[src/rtl/exu_ctrl.sv]
`default_nettype none
// ============================================================================
// Module   : exu_ctrl
// Brief    : Handshake and sequencing controller for the EXU package register,
//            with multi-cycle ALU start/capture strobes, flush and perf counters.
// Revision : 1.0 - initial release
// ============================================================================
module exu_ctrl #(
    parameter int MC_LAT = 4,
    parameter int CNT_W  = 3,
    parameter int PERF_W = 32
) (
    input  logic              clk,
    input  logic              rst,
    input  logic              i_pre_valid,
    output logic              o_pre_ready,
    output logic              o_post_valid,
    input  logic              i_post_ready,
    input  logic              i_multi_cycle,
    input  logic              i_flush,
    output logic              o_pkg_wen,
    output logic              o_alu_start,
    output logic              o_res_wen,
    output logic              o_busy,
    output logic [PERF_W-1:0] o_busy_cycles,
    output logic [PERF_W-1:0] o_stall_cycles
);

    typedef enum logic [1:0] {
        S_IDLE    = 2'd0,
        S_EXEC    = 2'd1,
        S_DONE    = 2'd2,
        S_ILLEGAL = 2'd3
    } state_t;

    localparam logic [CNT_W-1:0] c_cnt_load = CNT_W'(MC_LAT - 1);
    localparam logic [CNT_W-1:0] c_cnt_one  = CNT_W'(1);
    localparam logic [CNT_W-1:0] c_cnt_zero = '0;

    state_t              r_state;
    logic [CNT_W-1:0]    r_cnt;
    logic [PERF_W-1:0]   r_busy_cycles;
    logic [PERF_W-1:0]   r_stall_cycles;

    logic                w_pre_ready;
    logic                w_accept;
    logic                w_exec_last;
    state_t              w_issue_state;

    // Every handshake output is held low while reset is asserted.
    always_comb begin
        w_pre_ready = 1'b0;
        case (r_state)
            S_IDLE:  w_pre_ready = 1'b1;
            S_DONE:  w_pre_ready = i_post_ready;
            default: w_pre_ready = 1'b0;
        endcase
        if (!rst) begin
            w_pre_ready = 1'b0;
        end
    end

    assign w_accept      = i_pre_valid & w_pre_ready & ~i_flush;
    assign w_exec_last   = rst & (r_state == S_EXEC) & (r_cnt == c_cnt_one) & ~i_flush;
    assign w_issue_state = i_multi_cycle ? S_EXEC : S_DONE;

    assign o_pre_ready    = w_pre_ready;
    assign o_pkg_wen      = w_accept;
    assign o_alu_start    = w_accept & i_multi_cycle;
    assign o_res_wen      = w_exec_last;
    assign o_post_valid   = rst & (r_state == S_DONE) & ~i_flush;
    assign o_busy         = rst & (r_state == S_EXEC);
    assign o_busy_cycles  = r_busy_cycles;
    assign o_stall_cycles = r_stall_cycles;

    always_ff @(posedge clk or negedge rst) begin
        if (!rst) begin
            r_state        <= S_IDLE;
            r_cnt          <= c_cnt_zero;
            r_busy_cycles  <= '0;
            r_stall_cycles <= '0;
        end else begin
            if ((r_state == S_EXEC) && !i_flush) begin
                r_busy_cycles <= r_busy_cycles + 1'b1;
            end
            if ((r_state == S_DONE) && !i_post_ready && !i_flush) begin
                r_stall_cycles <= r_stall_cycles + 1'b1;
            end

            if (i_flush) begin
                r_state <= S_IDLE;
                r_cnt   <= c_cnt_zero;
            end else begin
                case (r_state)
                    S_IDLE: begin
                        if (w_accept) begin
                            r_state <= w_issue_state;
                            r_cnt   <= i_multi_cycle ? c_cnt_load : c_cnt_zero;
                        end
                    end
                    S_EXEC: begin
                        r_cnt <= r_cnt - 1'b1;
                        if (r_cnt == c_cnt_one) begin
                            r_state <= S_DONE;
                        end
                    end
                    S_DONE: begin
                        // A handoff may coincide with the next accept.
                        if (i_post_ready) begin
                            if (w_accept) begin
                                r_state <= w_issue_state;
                                r_cnt   <= i_multi_cycle ? c_cnt_load : c_cnt_zero;
                            end else begin
                                r_state <= S_IDLE;
                            end
                        end
                    end
                    default: begin
                        r_state <= S_IDLE;
                        r_cnt   <= c_cnt_zero;
                    end
                endcase
            end
        end
    end

endmodule
`default_nettype wire

[config.mk]
export PLATFORM = sky130hd
export DESIGN_NAME = exu_ctrl
export DESIGN_NICKNAME = d
export VERILOG_FILES = /design/src/rtl/exu_ctrl.sv
export SDC_FILE = /design/constraint.sdc
export NUM_CORES = 1
export LEC_CHECK = 0
export CAP_MARGIN = 20
export CORE_ASPECT_RATIO = 0.7
export CORE_MARGIN = 1
export CORE_UTILIZATION = 50
export CTS_CLUSTER_DIAMETER = 200
export DETAILED_ROUTE_END_ITERATION = 12
export DONT_BUFFER_PORTS = 1
export SLEW_MARGIN = 0
export SYNTH_ARGS = -nofsm -noshare
export SYNTH_HDL_FRONTEND = slang
export SYNTH_SLANG_ARGS = --single-unit
[constraint.sdc]
create_clock -name clk -period 3 [get_ports clk]
set_clock_uncertainty 0.05 [all_clocks]
set_input_delay 0.6 -clock clk [delete_from_list [all_inputs] [get_ports clk]]
set_output_delay 0.6 -clock clk [all_outputs]
set_load 0.01 [all_outputs]
## Yosys cells after proc, flatten, opt, wreduce, memory -nomap -nowiden

Index checks and enable logic that the tools add are counted.

- Logic and storage cells: 43
- Flip-flop bits (word level): 69

- $add $sub $neg: 3
- Bitwise operators: 9
- Reduce and logical (&&, ||, !) cells: 7
- Eq/ne operators: 6
- Muxes and demuxes: 14

Operator list:

| cell | number |
|---|---|
| $add A32 B1 Y32 const B | 2 |
| $mux W2 | 7 |
| $mux W3 | 3 |
| $pmux W3 S3 | 1 |
| $and A1 B1 Y1 | 8 |
| $ne A3 B3 Y1 const B | 2 |
| $pmux W2 S3 | 1 |
| $eq A3 B1 Y1 const B | 1 |
| $logic_and A1 B1 Y1 | 3 |
| $ne A3 B2 Y1 const B | 1 |
| $reduce_and A3 Y1 | 1 |
| $sub A3 B1 Y3 const B | 1 |
| $eq A2 B1 Y1 const B | 1 |
| $eq A2 B2 Y1 const B | 1 |
| $logic_not A1 Y1 | 2 |
| $logic_not A2 Y1 | 1 |
| $pmux W1 S2 | 1 |
| $mux W1 | 1 |
| $not A1 Y1 | 1 |

## Logic depth before layout (Yosys ltp)

- Depth after elaboration: 9
- Depth in mapped cells: 8
- Gate-level depth less buffers: 6

## Worst setup path after synthesis

OpenSTA, ideal clock, no wires.

- Kind: input to register
- Start point: input port i_flush
- End point: register r_stall_cycles[27] (netlist: o_stall_cycles[27])
- Arrival: 2,268 ps
- Setup time: 125 ps
- Required time: 2,825 ps
- Cell stages on the path: 7
- Setup slack: 557 ps
- Cells stage by stage: or4b_1 > buf_2 > or3_1 > buf_6 > nor4_4 > nand4_1 > xnor2_1

- Longest elaborated chain between the ends: 2

RTL lines:

| item | RTL line | source |
|---|---|---|
| start, declared | 20 | `input logic i_flush,` |
| $logic_not A1 Y1 | 86 | `if ((r_state == S_DONE) && !i_post_ready && !i_flush) begin` |
| $logic_and A1 B1 Y1 | 86 |  |
| end signal, assigned | 87 | `r_stall_cycles <= r_stall_cycles + 1'b1;` |
| end, declared | 43 | `logic [PERF_W-1:0] r_stall_cycles;` |

Every way passes these cells.
A chain may end at the register's enable or synchronous reset.

## Worst setup path in the final report

- Start point: register r_state[0]
- End point: register r_busy_cycles[20] (netlist: o_busy_cycles[20])

- Longest elaborated chain between the ends: 2

RTL lines:

| item | RTL line | source |
|---|---|---|
| start, declared | 40 | `state_t r_state;` |
| start signal, assigned | 97 | `r_state <= w_issue_state;` |
| start signal, assigned | 111 | `r_state <= w_issue_state;` |
| $eq A2 B1 Y1 | 83 | `if ((r_state == S_EXEC) && !i_flush) begin` |
| $logic_and A1 B1 Y1 | 83 |  |
| end signal, assigned | 84 | `r_busy_cycles <= r_busy_cycles + 1'b1;` |
| end, declared | 42 | `logic [PERF_W-1:0] r_busy_cycles;` |

Every way passes these cells.

==> results.yml <==
die:
  die_y_um: 68.93
  initial_utilization_pct: 53.71
  num_rows: 23
  num_io_pins: 76
  die_x_um: 97.61
  dieArea_sq_um: 6728
  core-area_sq_um: 5957
yosys:
  avgSynthCellArea_sq_um: 11.07
  syn_area_sq_um: 3199
  syn-num-nets: 299
  synthTopCellsByArea: "dfrtp_1 54%, xnor2_1 12%, xor2_1 5.2%, nand3_1 3.8%, nand2_1 3.6%"
  yosys.cell_types.count: 36
  yosys.area.top_type: "dfrtp_1"
  ys_seq_area_share_pct: 53.97
  synth_top_area_share_pct: 53.97
  yosys_warnings: 0
  async_flop_share_pct: 100.0
  ys.flop_type: "dfrtp_1"
  ys_ff_latch: 69
  synth_edf_count: 0
  netlist_instances: 289
grt:
  grt_usage_pct: 20.28
  grt_remaining_overflow: 0
  grt_pass1_vias: 1925
  grt_max_degree: 70
  antenna_found_initial: 1
  grt_pass1_wl_mm: 10.23
critical_path:
  critPathMaxFanout: 10
  crit_path_top_delay_cell: "or3b_2"
  required_ps: 3200
  r2r_slack_ps: 520
  end_kind: "register"
  max_stage_delay_ps: 570
  crit_chain: "or3b_2 > or2_2 > nor4_4 > nand3_1 > xnor2_1"
  start_kind: "register"
  regToRegStartpoint: "r_state[0]$_DFFE_PN0P_"
  reg2reg_depth: 5
  arrival_ps: 2680
  crit_type: "register to register"
  r2r_end: "o_busy_cycles[20]$_DFFE_PN0P_"
clock_tree:
  clock-sinks: 69
  cts.clk_slew.worst_paths_ps: 80
  cts_tree: "yes"
  htree_levels: 3
  cts_max_path_buffers: 2
  cts_root_buf: "clkbuf_8"
  clk_latency_ps: 340
  cts_resized: 0
  tritoncts.num_buffers: 9
placed_design:
  dpl_worst_slack_ps: 395.2
  hpwl_mm: 4.322
  port_buffers: 0
  dpl_cell_area_sq_um: 3289
  gp_congestion: 0.7336
sta:
  rsz0062_at_grt: "no"
  hold_ws_ps: 74.42
  setup_viol_count_final: 0
  slew_viol_final: 0
  hold_viol: 0
  post-route-min-period_ps: 2482
  tightest_slew_ps: 670.4
  worst_slack_ps: 517.6
  slew_headroom_pct: 54.91
  fmax_ghz: 0.4028
  setup_tns_ps: 0
  finalCritPeriodShare_pct: 82.75
finish:
  final_area_sq_um: 3516
  final_nets: 310
  areaGrowthSynthToFinish_pct: 9.894
  drive_gt1_share_pct: 9.180
  final_common_cell: "dfrtp_1"
  antenna_cells: 0
  final_cell_mix: "69 x dfrtp_1, 43 x xnor2_1, 31 x nand2_1"
power:
  p_per_area_nw_per_um2: 549.5
  p_sw_share_pct: 27.06
  sequentialPowerShare_pct: 54.5
  power_frac_clock_pct: 39.0
  p_int_w: 0.001409
  netSwitchingPower_w: 0.0005228
  p_leak_nw: 1.641
  comb_power_share_pct: 6.4
  irDropWorstVdd_uv: 322.5
worst_hold_path:
  worstHoldPathType: "primary input to asynchronous set/reset pin"
detailed_routing:
  wl_per_cell_um: 16.68
  drt_iter0_drc: 111
  drc: 14
  drt_wl_total_mm: 6.339
  firstDrtPassIters: 9
  num_vias: 2125
  avgViaCountPerCell: 5.592
  ant_nets: 0
run:
  max_cap_viol_count: 0
status:
  violations: "design-rule violations"
  status: "complete, but fails checks"
worst max-delay path, delay by kind of cell (launching register included):
kind	cells	cell delay [ps]
flip-flops	1	500
AND/OR/NAND/NOR	4	1640
XOR/XNOR	1	200
layer usage:
metal / global-route usage, % / part of all wire, % / wire (um)
met5: 0 / 0 / 0
met3: 10.18 / 8.3 / 529
met1: 29.28 / 52 / 3275
met4: 5.114 / 0.43 / 27
met2: 26.15 / 40 / 2506
flip-flops by register name (all words and copies together) (netlist names):
signal          count
o_busy_cycles      32
o_stall_cycles     32
r_cnt               3
r_state             2
repair_timing:
item                                   CTS  global route
hold buffers                             1             0
setup buffers                            0             0
endpoints found under the hold margin   69             0
through the flow:
step / util (%) / std cells / total power (W)
6_report: 59.02 / 380 / 0.001932
5_1_grt: 59.02 / 380 / 0.002022
4_1_cts: 59.02 / 380 / 0.001954
3_5_place_dp: 55.22 / 363 / 0.001174
3_3_place_gp: 55.22 / 363 / 0.001168
2_1_floorplan: - / 289 / 0.001137
cell usage after synthesis, drive strengths merged (3+ instances only):
library cell and n:
and4 9, nor4 7, and2 3, nand4 14, nor3 6, and3 12, buf 5, ha 4
nand2 31, nand3 24, inv 7, nor2 14, dfrtp 69, xor2 19, xnor2 43
kinds of logic (layout without fill, tap and decap cells):
group	count (synthesis)	in the layout	synth area share [%]
buf+inv	13	29	2.112
mux	1	1	0.3129
xor+xnor	62	62	16.97
flops	69	69	53.97
compound gates	9	9	1.877
simple gates	131	131	23.19
fa+ha+maj	4	4	1.564
power groups by stage:
stage                     Combinational, W  Clock, W  Sequential (W)
after floorplan                  0.0000878         0         0.00105
after global placement           0.0000967         0         0.00107
after detailed placement          0.000101         0         0.00107
after CTS                         0.000126  0.000774         0.00105
after global routing              0.000142  0.000815         0.00106
final                             0.000125  0.000754         0.00105
how the worst max path moves through the flow:
stage,slack (ps),start,cells past startpoint,to
3_3_place_gp,430,i_flush,5,o_stall_cycles[27]$_DFFE_PN0P_
3_5_place_dp,400,i_flush,5,o_stall_cycles[27]$_DFFE_PN0P_
4_1_cts,490,r_state[0]$_DFFE_PN0P_,5,o_busy_cycles[20]$_DFFE_PN0P_
2_1_floorplan,560,i_flush,7,o_stall_cycles[27]$_DFFE_PN0P_
6_report,520,r_state[0]$_DFFE_PN0P_,5,o_busy_cycles[20]$_DFFE_PN0P_
5_1_grt,350,r_state[0]$_DFFE_PN0P_,5,o_stall_cycles[23]$_DFFE_PN0P_
final cells by class:
class	count	area, sq um
Multi-Input combinational cell	207	1405
Clock buffer	9	123.9
Sequential cell	69	1727
Clock inverter	7	75.07
Tap cell	75	93.84
Timing Repair Buffer	6	65.06
Fill cell	528	2441
Inverter	7	26.28
No activity file was read; power rests on OpenSTA's default activity.
